### src/rtl/adc_report_sequencer_if.sv
// Byte-stream bundle between the ADC capture side, the report sequencer and the UART TX serializer.
// master = sequencer side, slave = the capture/UART side that drives samples and ready.
interface adc_report_sequencer_if #(
    parameter int DATA_W = 12
);
    logic [DATA_W-1:0] sample;
    logic              sample_valid;
    logic [7:0]        tx_byte;
    logic              tx_valid;
    logic              tx_ready;
    logic              busy;
    logic              frame_done;
    logic              dropped;

    modport master (
        input  sample, sample_valid, tx_ready,
        output tx_byte, tx_valid, busy, frame_done, dropped
    );

    modport slave (
        output sample, sample_valid, tx_ready,
        input  tx_byte, tx_valid, busy, frame_done, dropped
    );
endinterface

### src/rtl/adc_report_sequencer.sv
// Converts each ADC code to BCD with a sequential double-dabble and streams it out as an
// ASCII report frame ("d.ddd\n\r") over a valid/ready byte interface. One pending sample is buffered.
module adc_report_sequencer #(
    parameter int DATA_W   = 12,
    parameter int DIGITS   = 4,
    parameter int DP_AFTER = 1,
    parameter int EOL_CR   = 1
) (
    input  logic              clk,
    input  logic              reset,
    adc_report_sequencer_if.master bus
);
    localparam int     HAS_DP = (DP_AFTER > 0 && DP_AFTER < DIGITS) ? 1 : 0;
    localparam int     HAS_CR = (EOL_CR != 0) ? 1 : 0;
    localparam int     FLEN   = DIGITS + HAS_DP + 1 + HAS_CR;
    localparam int     BCD_W  = 4 * DIGITS;
    localparam int     CNT_W  = $clog2(DATA_W + 1);
    localparam int     IDX_W  = $clog2(FLEN + 1);
    localparam longint MAXDEC = longint'(10) ** DIGITS - 1;

    if (((longint'(1) << DATA_W) - 1) > MAXDEC) begin : g_range_err
        $error("adc_report_sequencer: DIGITS too small for DATA_W");
    end

    typedef enum logic [1:0] {S_IDLE, S_CONVERT, S_EMIT} state_t;

    state_t             state_q, state_d;
    logic [CNT_W-1:0]   cnt_q;
    logic [IDX_W-1:0]   idx_q;
    logic [BCD_W-1:0]   bcd_q;
    logic [DATA_W-1:0]  sh_q;
    logic [DATA_W-1:0]  pend_q;
    logic               pend_vld_q;
    logic               frame_done_q;
    logic               dropped_q;
    logic               last_hs;

    // One double-dabble iteration: correct every nibble >= 5, then shift the next code bit in.
    function automatic logic [BCD_W-1:0] dabble_step(input logic [BCD_W-1:0] bcd, input logic din);
        logic [BCD_W-1:0] adj;
        adj = bcd;
        for (int i = 0; i < DIGITS; i++) begin
            if (bcd[4*i +: 4] >= 4'd5) adj[4*i +: 4] = bcd[4*i +: 4] + 4'd3;
        end
        return {adj[BCD_W-2:0], din};
    endfunction

    function automatic logic [7:0] frame_byte(input logic [IDX_W-1:0] idx, input logic [BCD_W-1:0] bcd);
        int         k;
        logic [7:0] b;
        k = int'(idx);
        b = 8'h0A;
        if (HAS_DP == 1 && k == DP_AFTER) begin
            b = 8'h2E;
        end else begin
            if (HAS_DP == 1 && k > DP_AFTER) k = k - 1;
            if (k < DIGITS)       b = {4'h3, bcd[(DIGITS-1-k)*4 +: 4]};
            else if (k == DIGITS) b = 8'h0A;
            else                  b = 8'h0D;
        end
        return b;
    endfunction

    assign last_hs = (state_q == S_EMIT) && bus.tx_ready && (idx_q == IDX_W'(FLEN - 1));

    always_comb begin
        state_d = state_q;
        case (state_q)
            S_IDLE:    if (bus.sample_valid || pend_vld_q) state_d = S_CONVERT;
            S_CONVERT: if (cnt_q == CNT_W'(DATA_W - 1)) state_d = S_EMIT;
            S_EMIT:    if (last_hs) state_d = S_IDLE;
            default:   state_d = S_IDLE;
        endcase
    end

    always_comb begin
        bus.tx_valid   = (state_q == S_EMIT);
        bus.tx_byte    = (state_q == S_EMIT) ? frame_byte(idx_q, bcd_q) : 8'h00;
        bus.busy       = (state_q == S_CONVERT) || (state_q == S_EMIT);
        bus.frame_done = frame_done_q;
        bus.dropped    = dropped_q;
    end

    always_ff @(posedge clk) begin
        if (!reset) begin
            state_q      <= S_IDLE;
            cnt_q        <= '0;
            idx_q        <= '0;
            bcd_q        <= '0;
            pend_vld_q   <= 1'b0;
            frame_done_q <= 1'b0;
            dropped_q    <= 1'b0;
        end else begin
            state_q      <= state_d;
            frame_done_q <= last_hs;
            dropped_q    <= 1'b0;
            case (state_q)
                S_IDLE: begin
                    if (bus.sample_valid || pend_vld_q) begin
                        bcd_q      <= '0;
                        cnt_q      <= '0;
                        pend_vld_q <= 1'b0;
                    end
                    // A fresh sample wins over a stale pending one.
                    if (bus.sample_valid && pend_vld_q) dropped_q <= 1'b1;
                end
                S_CONVERT: begin
                    bcd_q <= dabble_step(bcd_q, sh_q[DATA_W-1]);
                    cnt_q <= cnt_q + CNT_W'(1);
                    idx_q <= '0;
                end
                S_EMIT: begin
                    if (bus.tx_ready) idx_q <= idx_q + IDX_W'(1);
                end
                default: ;
            endcase
            if (state_q != S_IDLE && bus.sample_valid) begin
                pend_vld_q <= 1'b1;
                if (pend_vld_q) dropped_q <= 1'b1;
            end
        end
    end

    always_ff @(posedge clk) begin
        if (state_q == S_IDLE) begin
            sh_q <= bus.sample_valid ? bus.sample : pend_q;
        end else if (state_q == S_CONVERT) begin
            sh_q <= sh_q << 1;
        end
        if (state_q != S_IDLE && bus.sample_valid) pend_q <= bus.sample;
    end
endmodule

### src/flat_wrapper.sv
// flat-port wrapper written by rule: the top's interface ports become plain ports
module adc_report_sequencer_flat 
#(
    parameter int DATA_W   = 12,
    parameter int DIGITS   = 4,
    parameter int DP_AFTER = 1,
    parameter int EOL_CR   = 1
)
  (clk, reset, bus_sample, bus_sample_valid, bus_tx_ready, bus_tx_byte, bus_tx_valid, bus_busy, bus_frame_done, bus_dropped);
  adc_report_sequencer_if #(.DATA_W(DATA_W)) bus_i ();
  input  logic clk;
  input  logic reset;
  input wire logic [$bits(bus_i.sample)-1:0] bus_sample;
  input wire logic [$bits(bus_i.sample_valid)-1:0] bus_sample_valid;
  input wire logic [$bits(bus_i.tx_ready)-1:0] bus_tx_ready;
  output wire logic [$bits(bus_i.tx_byte)-1:0] bus_tx_byte;
  output wire logic [$bits(bus_i.tx_valid)-1:0] bus_tx_valid;
  output wire logic [$bits(bus_i.busy)-1:0] bus_busy;
  output wire logic [$bits(bus_i.frame_done)-1:0] bus_frame_done;
  output wire logic [$bits(bus_i.dropped)-1:0] bus_dropped;
  assign bus_i.sample = bus_sample;
  assign bus_i.sample_valid = bus_sample_valid;
  assign bus_i.tx_ready = bus_tx_ready;
  assign bus_tx_byte = bus_i.tx_byte;
  assign bus_tx_valid = bus_i.tx_valid;
  assign bus_busy = bus_i.busy;
  assign bus_frame_done = bus_i.frame_done;
  assign bus_dropped = bus_i.dropped;
  adc_report_sequencer #(.DATA_W(DATA_W), .DIGITS(DIGITS), .DP_AFTER(DP_AFTER), .EOL_CR(EOL_CR)) u_core (.clk(clk), .reset(reset), .bus(bus_i));
endmodule
### config.mk
export PLATFORM = sky130hd
export DESIGN_NAME = adc_report_sequencer_flat
export DESIGN_NICKNAME = d
export VERILOG_FILES = /design/src/rtl/adc_report_sequencer_if.sv /design/src/rtl/adc_report_sequencer.sv /design/src/flat_wrapper.sv
export SDC_FILE = /design/constraint.sdc
export NUM_CORES = 1
export LEC_CHECK = 0
export BUFFER_PORTS_ARGS = -buffer_cell sky130_fd_sc_hd__buf_2
export CAP_MARGIN = 20
export CORE_ASPECT_RATIO = 0.9
export CORE_MARGIN = 2
export CORE_UTILIZATION = 50
export CTS_BUF_LIST = sky130_fd_sc_hd__clkbuf_16
export DETAILED_ROUTE_END_ITERATION = 10
export PLACE_DENSITY_LB_ADDON = 0.25
export SLEW_MARGIN = 25
export SYNTH_ARGS = -nofsm -noshare
export SYNTH_HDL_FRONTEND = slang
export SYNTH_SLANG_ARGS = --single-unit
### constraint.sdc
create_clock -name clk -period 5.2 [get_ports clk]
set_input_delay 0 -clock clk [delete_from_list [all_inputs] [get_ports clk]]
set_output_delay 0 -clock clk [all_outputs]
set_load 0.005 [all_outputs]
==> flow_metrics.py, run 1 <==
metrics = {
    "status": {
        "outcome": "completed",
    },
    "min_path": {
        "min_path_type": "in -> reg",
        "min_path_cells": 3,
        "min_from": "bus_tx_ready",
        "hold_path_end": "u_core.bus.frame_done",
    },
    "synthesis": {
        "ys_ff_latch": 52,
        "syn_avg_cell_area_um2": 10.3,
        "async_reset_ff_frac": 0,
        "synth_cells": 275,
        "synth_area_leaders": "edfxtp_1 (25%), dfxtp_1 (20%), ha_1 (8.0%)",
        "synth-edff-count": 24,
        "yosysMostFrequentCell": "dfxtp_1",
        "synth_top_cell_by_area": "edfxtp_1",
        "ys_warn_count": 0,
        "synthTopCellsByCount": "dfxtp_1 (28), a21oi_1 (26), edfxtp_1 (24)",
        "yosysUniqueCellTypes": 47,
        "synth.top_cell.area_share": 0.255,
        "ys_dominant_reg_cell": "dfxtp_1",
        "syn_area_um2": 2830,
        "yosysSeqAreaShare": 0.453,
    },
    "clocking": {
        "numCtsBuffers": 5,
        "insertion_delay_ns": 0.29,
        "numClockSinks": 52,
        "cts_tree": "yes",
        "cts_root_buf": "clkbuf_16",
        "htree_levels": 2,
        "clock_path_buffers": 2,
        "clk_pin_slew_worst_paths_ns": 0.07,
        "post_cts_buffers": 0,
    },
    "setup_path": {
        "startpoint_type": "flip-flop",
        "critPathCaptureType": "primary output",
        "critPathKind": "reg -> out",
        "cp_max_fo": 12,
        "rr_startpoint": "u_core.state_q[0]",
        "arrival_ns": 2.56,
        "timing.rr.end": "u_core.bcd_q[14]",
        "reg2reg_depth": 6,
        "cp.required_ns": 5.20,
        "r2r_slack_ns": 2.81,
    },
    "sta": {
        "slew_headroom": 0.383,
        "fin_crit_sh": 0.493,
        "period_needed_ns": 2.56,
        "tightest_slew_ns": 0.926,
        "setup_slack_ns": 2.64,
        "finalMaxSlewViolations": 0,
        "max_freq_mhz": 390,
        "setup_viol": 0,
        "finClkSkew_ns": 0.00648,
        "rsz0062_at_grt": "no",
        "tns_ns": 0,
        "finalHoldViolations": 0,
    },
    "grt": {
        "grt_pass1_vias": 1913,
        "grt_max_degree": 29,
        "grt_use_total": 0.183,
        "grt.overflow.total": 0,
        "grt_pass1_wl_um": 9070,
        "antenna_found_initial": 0,
    },
    "power_and_ir_drop": {
        "p_per_area_nw_per_um2": 348,
        "ir_drop_v": 0.000242,
        "p_leak_nw": 1.23,
    },
    "final_layout": {
        "fillCellCount": 457,
        "layout.cells.non_filler": 373,
        "syn2layout_area_growth_pct": 13.9,
        "drive_above_1_share": 0.144,
        "diodes": 0,
        "final_area_um2": 3220,
        "layout.nets": 339,
    },
    "floorplanning": {
        "die_h_um": 75.4,
        "core_area_um2": 5350,
        "io_pins": 28,
        "die_area_um2": 6280,
        "die_x_um": 83.3,
        "start_util": 0.529,
        "std_cell_rows": 25,
    },
    "placed_design": {
        "portBuffers": 25,
        "gp_congestion": 0.796,
        "dp.cells": 353,
        "pre_cts_ws_ns": 2.85,
        "hpwl_um": 3690,
        "placed_cell_area_um2": 2960,
    },
    "route": {
        "drt_wl_total_um": 5290,
        "first_pass_iters": 6,
        "viasPerCell": 5.62,
        "wl_per_cell_um": 14.2,
        "ant_nets": 0,
        "vias": 2097,
        "drt_iter0_markers": 49,
        "drcViolationCount": 0,
    },
    "flow_run": {
        "drv_cap": 0,
    },
}
-- flip-flops by register name, summed over array words and instances, names as in the netlist --
| name | flops |
|---|---|
| u_core.bcd_q | 16 |
| u_core.pend_vld_q | 1 |
| u_core.bus.frame_done | 1 |
| u_core.cnt_q | 4 |
| u_core.state_q | 2 |
| u_core.idx_q | 3 |
| u_core.sh_q | 12 |
| u_core.bus.dropped | 1 |
| u_core.pend_q | 12 |
-- power by group --
group / internal, mW / switching, mW / total (mW)
registers: 0.528 / 0.0253 / 0.553
logic: 0.0805 / 0.164 / 0.244
clock network: 0.178 / 0.147 / 0.325
-- metrics by stage --
step | hold slack, ns | utilization | power (mW)
floorplan | 0.0989 | - | 0.747
global placement | 0.192 | 0.553 | 0.791
detailed placement | 0.194 | 0.553 | 0.800
CTS | 0.00474 | 0.602 | 1.13
global route | 0.0388 | 0.603 | 1.19
finish | 0.00848 | 0.603 | 1.12
-- routing by layer --
| metal | GRT usage | share of wire |
|---|---|---|
| met1 | 0.250 | 0.49 |
| met2 | 0.286 | 0.45 |
| met3 | 0.0488 | 0.046 |
| met4 | 0.0674 | 0.013 |
| met5 | 0 | 0 |
-- placed cells by master (no fill, tap or decap), types with 2 or more instances in the layout --
| cell type | synthesis | final |
|---|---|---|
| dfxtp_1 | 28 | 28 |
| a21oi_1 | 26 | 26 |
| buf_2 | 3 | 25 |
| edfxtp_1 | 24 | 24 |
| nor2_1 | 23 | 23 |
| ha_1 | 18 | 18 |
| inv_1 | 15 | 16 |
| nand2_1 | 15 | 15 |
| mux2i_1 | 15 | 15 |
| dlygate4sd3_1 | 0 | 12 |
| o21ai_0 | 11 | 11 |
| nand3_1 | 8 | 8 |
| o2bb2ai_1 | 8 | 8 |
| xnor2_1 | 7 | 7 |
| nand2b_1 | 5 | 5 |
| nor3_1 | 5 | 5 |
| clkbuf_16 | 0 | 5 |
| a31oi_1 | 4 | 4 |
| nor3b_1 | 4 | 4 |
| nand3b_1 | 4 | 4 |
| mux2_2 | 4 | 4 |
| o21a_1 | 3 | 3 |
| mux4_1 | 3 | 3 |
| nor2b_1 | 4 | 3 |
| conb_1 | 2 | 3 |
| nor2b_2 | 1 | 2 |
| and4b_1 | 2 | 2 |
| nor4_1 | 2 | 2 |
| a22oi_1 | 2 | 2 |
-- repair_timing --
action	4_1_cts	5_1_grt
hold endpoints to repair	12	0
resized for setup	0	0
endpoints found under the setup margin	0	0
hold buffers	12	0
-- kinds of logic (layout without fill, tap and decap cells) --
logic type	after synthesis	after routing	synth area share
AOI/OAI and AO/OA	63	63	0.140
xor gates and xnor gates	7	7	0.0217
adders and majority gates	18	18	0.0796
buffers and inverters	31	61	0.0517
DFF	52	52	0.453
muxes	23	23	0.105
other	2	3	0.00265
and+or+nand+nor	79	79	0.147
-- worst max-delay path by stage --
stage	startpoint	endpoint	slack, ns	depth (start not counted)
floorplan	u_core.idx_q[2]	bus_tx_byte[2]	3.29	7
global placement	u_core.state_q[0]	u_core.bcd_q[13]	2.94	6
detailed placement	u_core.state_q[0]	u_core.bcd_q[14]	2.85	6
CTS	u_core.idx_q[2]	bus_tx_byte[2]	2.63	6
global route	u_core.idx_q[2]	bus_tx_byte[2]	2.51	6
finish	u_core.idx_q[2]	bus_tx_byte[2]	2.64	6
-- critical path: stages, from the launching register on --
cell and delay [ns]:
dfxtp_1 0.57, nor2_1 0.08, ha_1 0.47, mux4_2 0.54, and4b_1 0.20, o31a_1 0.28, buf_2 0.12
-- layout make-up --
cell class | instances | area, µm² | area share
clock buffer | 5 | 125 | 0.0388
clock inverter | 3 | 20.0 | 0.00621
inverter | 16 | 60.1 | 0.0186
multi-input combinational | 193 | 1410 | 0.437
sequential | 52 | 1280 | 0.397
tap | 67 | 83.8 | 0.0260
timing repair buffer | 37 | 245 | 0.0761
(Power assumes the default switching activity.)
==> run 2: changes to the inputs <==
==> constraint.sdc (replaced) <==
create_clock -name clk -period 2.14 [get_ports clk]
set_input_delay 0 -clock clk [delete_from_list [all_inputs] [get_ports clk]]
set_output_delay 0 -clock clk [all_outputs]
set_load 0.005 [all_outputs]
==> run 2 against run 1 <==
Net effect:
- combinational power rose to 2.7 times the previous value
- clock skew decreased by 0.0031 ns
- largest cell class unchanged
- largest power group unchanged
- count of clock-buffer cells in the layout is the same
- setup slack worse by 2.6 ns
- sequential share of layout area fell by 2.1 points
==> flow_metrics.py, run 2 (synthesis gave the netlist of run 1 again) <==
metrics = {
    "status": {
        "outcome": "completed",
    },
    "floorplanning": {
        "die_h_um": 75.4,
        "core_area_um2": 5350,
        "die_area_um2": 6280,
        "io_pins": 28,
        "std_cell_rows": 25,
        "start_util": 0.529,
        "die_x_um": 83.3,
    },
    "setup_path": {
        "critPathCaptureType": "primary output",
        "crit_path_end": "bus_tx_byte[2]",
        "reg2reg_depth": 7,
        "timing.rr.end": "u_core.bcd_q[13]",
        "startpoint_type": "flip-flop",
        "cp_max_fo": 4,
        "r2r_slack_ns": 0.39,
        "rr_startpoint": "u_core.state_q[0]",
        "arrival_ns": 2.09,
        "critPathKind": "reg -> out",
        "startpoint": "u_core.idx_q[0]",
        "cp.required_ns": 2.14,
    },
    "clocking": {
        "insertion_delay_ns": 0.29,
        "clk_pin_slew_worst_paths_ns": 0.07,
        "clock_path_buffers": 2,
        "numCtsBuffers": 5,
        "numClockSinks": 52,
        "cts_root_buf": "clkbuf_16",
        "htree_levels": 2,
        "cts_tree": "yes",
    },
    "final_layout": {
        "utilization": 0.640,
        "final_area_um2": 3430,
        "layout.nets": 354,
        "largest_reg_flops": 16,
        "multiInputGateArea_um2": 1440,
        "top_register": "u_core.bcd_q",
        "syn2layout_area_growth_pct": 21.0,
        "layout.cells.non_filler": 388,
        "drive_above_1_share": 0.209,
        "layout_common_cells": "a21oi_1 (26), dfxtp_1 (26), buf_2 (25), edfxtp_1 (24), nor2_1 (22)",
        "diodes": 0,
        "final-seq-area_um2": 1290,
        "fillCellCount": 434,
        "largestRegisters": "u_core.bcd_q x16, u_core.pend_q x12, u_core.sh_q x12",
    },
    "grt": {
        "grt_use_total": 0.185,
        "antenna_found_initial": 0,
        "grt_pass1_vias": 1953,
        "grt.overflow.total": 0,
        "grt_pass1_wl_um": 9230,
        "grt_max_degree": 25,
    },
    "sta": {
        "tightest_slew_ns": 0.501,
        "period_needed_ns": 2.09,
        "setup_viol": 0,
        "slew_headroom": 0.666,
        "setup_slack_ns": 0.0470,
        "finalMaxSlewViolations": 0,
        "max_freq_mhz": 478,
        "tns_ns": 0,
        "fin_crit_sh": 0.978,
        "finalHoldViolations": 0,
        "rsz0062_at_grt": "yes",
        "finClkSkew_ns": 0.00342,
        "holdWs_ns": 0.0303,
    },
    "power_and_ir_drop": {
        "ir_drop_v": 0.000584,
        "p_per_area_nw_per_um2": 882,
        "p_leak_nw": 1.33,
        "power_mw": 3.02,
    },
    "min_path": {
        "min_path_type": "in -> reg",
        "min_from": "bus_tx_ready",
    },
    "placed_design": {
        "dp.cells": 364,
        "placed_cell_area_um2": 3040,
        "portBuffers": 25,
        "pre_cts_ws_ns": 0.123,
        "hpwl_um": 3730,
        "gp_congestion": 0.819,
    },
    "route": {
        "viasPerCell": 5.49,
        "drt_wl_total_um": 5580,
        "drt_iter0_markers": 91,
        "drcViolationCount": 0,
        "vias": 2129,
        "ant_nets": 0,
        "wl_per_cell_um": 14.4,
        "first_pass_iters": 4,
    },
    "flow_run": {
        "drv_cap": 0,
    },
}
-- run 2: cell types whose count changed in the layout (fill, tap and decap cells not counted), sizes merged --
cell / delta
clkinvlp: -1
buf: +15
bufinv: +2
clkinv: -1
-- run 2: repair_timing --
item                                    CTS  global route
gates resized for setup                  11             6
endpoints found under the hold margin    12             0
buffers inserted                          4             0
hold buffers                             12             0
pin swaps                                 3             4
endpoints found under the setup margin    4             4
gates cloned                              0             0
-- run 2: critical path, cell delays in order, from the launching register on --
cell,delay (ns)
dfxtp_4,0.35
buf_6,0.13
ha_4,0.29
mux4_2,0.49
and4b_1,0.19
o31a_1,0.24
buf_2,0.12
-- run 2: final cells by class --
class,instances,share of cell area
multi-input cells,193,0.420
flip-flops and latches,52,0.376
repair buffers,52,0.106
clock buffers,5,0.0365
well taps,67,0.0245
clock inverters,3,0.0186
inverters,16,0.0183
-- run 2: worst min path at each step --
stage	to	slack, ns	cells past startpoint
global placement	u_core.pend_q[7]	0.19	1
detailed placement	u_core.pend_q[5]	0.19	1
finish	u_core.bus.frame_done	0.03	3
floorplan	u_core.pend_q[0]	0.1	0
global route	u_core.bus.frame_done	0.05	3
CTS	u_core.bus.frame_done	0.02	3
-- run 2: metal layers --
layer | GRT usage | up-vias | routed length (µm)
met3 | 0.0325 | 12 | 210
met5 | 0 | - | 0
met1 | 0.265 | 993 | 2790
met4 | 0.0874 | 0 | 107
li1 | - | 1086 | -
met2 | 0.279 | 38 | 2480
-- run 2: report_power, final --
| part | internal (mW) | switching [mW] | leakage, nW |
|---|---|---|---|
| Sequential | 1.28 | 0.0596 | 0.460 |
| Clock | 0.666 | 0.349 | 0.0952 |
| Combinational | 0.244 | 0.425 | 0.774 |
| Total | 2.19 | 0.834 | 1.33 |
==> run 3: changes to the inputs <==
--- a/config.mk
+++ b/config.mk
@@ -5,6 +5,7 @@
 export SDC_FILE = /design/constraint.sdc
 export NUM_CORES = 1
 export LEC_CHECK = 0
+export ABC_AREA = 1
 export BUFFER_PORTS_ARGS = -buffer_cell sky130_fd_sc_hd__buf_2
 export CAP_MARGIN = 20
 export CORE_ASPECT_RATIO = 0.9
==> run 3 against run 2 <==
Net effect:
- power up 26%
- sequential share of layout area fell by 0.45 points
- setup slack improved by 0.089 ns
- largest cell class unchanged
- highest routed layer unchanged
==> flow_metrics.py, run 3 <==
metrics = {
    "final_layout": {
        "multiInputGateArea_um2": 1490,
        "largest_reg_flops": 16,
        "final_area_um2": 3470,
        "final_common_cell": "nand2_1",
        "final-seq-area_um2": 1290,
        "layout.nets": 451,
        "layout_common_cells": "nand2_1 (92), o21ai_0 (38), inv_1 (35), nand3_1 (32), nor2_1 (29)",
        "top_register": "u_core.bcd_q",
        "syn2layout_area_growth_pct": 16.1,
        "diodes": 0,
        "fillCellCount": 504,
        "layout.cells.non_filler": 488,
        "largestRegisters": "u_core.bcd_q x16, u_core.pend_q x12, u_core.sh_q x12",
        "drive_above_1_share": 0.179,
        "utilization": 0.606,
    },
    "synthesis": {
        "synth_area_leaders": "edfxtp_1 (24%), dfxtp_1 (19%), nand2_1 (12%)",
        "synth-simple-area-share": 0.266,
        "yosysUniqueCellTypes": 30,
        "synth_top_cell_by_area": "edfxtp_1",
        "yosysSeqAreaShare": 0.429,
        "ys_ff_latch": 52,
        "synth.mux.area_fraction": 0,
        "syn_avg_cell_area_um2": 7.86,
        "synth_top_family_by_area": "simple AND/OR/NAND/NOR gates",
        "async_reset_ff_frac": 0,
        "ys_dominant_reg_cell": "dfxtp_1",
        "synth_compound_area_frac": 0.142,
        "syn_area_um2": 2990,
        "synth_fa_ha_area_frac": 0.0754,
        "synth-edff-count": 24,
        "synth_cells": 380,
        "ys_warn_count": 0,
        "synth.top_cell.area_share": 0.241,
        "synthTopCellsByCount": "nand2_1 (93), o21ai_0 (38), inv_1 (37)",
        "synthXorXnorAreaFrac": 0,
        "yosysMostFrequentCell": "nand2_1",
    },
    "clocking": {
        "cts_root_buf": "clkbuf_16",
        "htree_levels": 2,
        "clk_pin_slew_worst_paths_ns": 0.07,
        "cts_tree": "yes",
        "clock_path_buffers": 2,
        "numCtsBuffers": 5,
        "insertion_delay_ns": 0.30,
        "numClockSinks": 52,
    },
    "setup_path": {
        "critPathCaptureType": "primary output",
        "cp_top_family": "simple AND/OR/NAND/NOR gates",
        "critPathKind": "reg -> out",
        "critical_path.slowest_cell": "dfxtp_4",
        "crit_chain": "inv_2 -> ha_1 -> nand3_1 -> nand2_2 -> ha_4 -> nand3_2 -> nor2_4 -> nand2_1 -> a21oi_1 -> buf_2",
        "cp.required_ns": 2.14,
        "cp_max_fo": 5,
        "crit_buf_inv": 2,
        "arrival_ns": 2.00,
        "cpPeakStageDelay_ns": 0.38,
        "startpoint_type": "flip-flop",
    },
    "floorplanning": {
        "die_x_um": 85.5,
        "die_h_um": 77.3,
        "core_area_um2": 5730,
        "std_cell_rows": 26,
        "start_util": 0.522,
        "die_area_um2": 6610,
        "io_pins": 28,
    },
    "grt": {
        "grt_use_total": 0.201,
        "grt.overflow.total": 0,
        "grt_max_degree": 20,
        "antenna_found_initial": 0,
        "grt_pass1_vias": 2374,
        "grt_pass1_wl_um": 10700,
    },
    "route": {
        "wl_per_cell_um": 12.6,
        "viasPerCell": 5.20,
        "drt_iter0_markers": 131,
        "drt_wl_total_um": 6150,
        "first_pass_iters": 4,
        "drcViolationCount": 0,
        "ant_nets": 0,
        "vias": 2539,
    },
    "sta": {
        "setup_viol": 0,
        "max_freq_mhz": 499,
        "period_needed_ns": 2.00,
        "finalHoldViolations": 0,
        "fin_crit_sh": 0.936,
        "finalMaxSlewViolations": 0,
        "finClkSkew_ns": 0.00774,
    },
    "status": {
        "outcome": "completed",
    },
    "power_and_ir_drop": {
        "p_per_area_nw_per_um2": 1100,
        "p_leak_nw": 1.47,
        "ir_drop_v": 0.000877,
    },
    "placed_design": {
        "gp_congestion": 0.866,
        "placed_cell_area_um2": 3140,
        "portBuffers": 25,
        "dp.cells": 466,
        "hpwl_um": 4330,
    },
    "flow_run": {
        "drv_cap": 0,
    },
    "min_path": {
        "min_path_type": "in -> reg",
    },
}
## run 3: worst paths after layout
| check | start | to | slack, ns | cells after the start |
|---|---|---|---|---|
| hold reg to reg | u_core.bcd_q[1] | u_core.bcd_q[1] | 0.47 | 2 |
| setup / recovery | u_core.idx_q[0] | bus_tx_byte[1] | 0.14 | 10 |
| setup reg to reg | u_core.state_q[0] | u_core.cnt_q[3] | 0.34 | 7 |
| hold / removal | reset | u_core.idx_q[0] | 0.04 | 3 |
## run 3: where the power goes
part | switching, mW | internal, mW | leakage, nW
Combinational | 0.963 | 0.481 | 0.929
Clock | 0.391 | 0.451 | 0.0767
Sequential | 0.133 | 1.40 | 0.463
## run 3: logic make-up (layout without fill, tap and decap cells)
group / Yosys count / after routing
compound gates: 72 / 72
other cells: 2 / 3
simple gates: 181 / 181
buf+inv: 55 / 92
flops: 52 / 52
fa+ha+maj: 18 / 18
## run 3: worst reg2reg max path: cells and delay by family (launching register included)
family                     cells  cell delay (ns)
DFF                            1             0.32
AOI/OAI and AO/OA              1             0.25
and+or+nand+nor                3             0.37
adders and majority gates      1             0.43
buffers and inverters          2             0.32
## run 3: what timing repair did
action                                  in CTS  in global routing
resized for setup                            3                 10
pin swaps                                    0                  2
setup buffers                                0                  1
hold buffers                                13                  0
endpoints found under the setup margin       4                  8
hold endpoints to repair                    13                  0
## run 3: final cells by class
| class | instances | area share |
|---|---|---|
| Timing Repair Buffer | 44 | 0.0866 |
| Multi-Input combinational cell | 274 | 0.429 |
| Clock buffer | 5 | 0.0361 |
| Sequential cell | 52 | 0.372 |
| Inverter | 40 | 0.0433 |
| Tap cell | 70 | 0.0253 |
| Clock inverter | 3 | 0.00830 |
## run 3: through the flow
stage                TNS, ns  hold slack, ns  worst slack, ns  total power, mW
CTS                        0          0.0331           0.0410             3.83
global placement           0           0.192            0.122             2.93
finish                     0          0.0364            0.136             3.82
detailed placement         0           0.193           0.0821             2.96
global route        -0.00177          0.0729         -0.00177             4.11
floorplan                  0          0.0989            0.323             2.69
## run 3: layer usage
layer	up-vias	wire, µm	GRT usage	share of wire
met5	-	0	0	0
met4	0	93	0.0619	0.015
met3	8	211	0.0398	0.034
met2	45	2830	0.323	0.46
met1	1161	3010	0.273	0.49
li1	1325	-	-	-
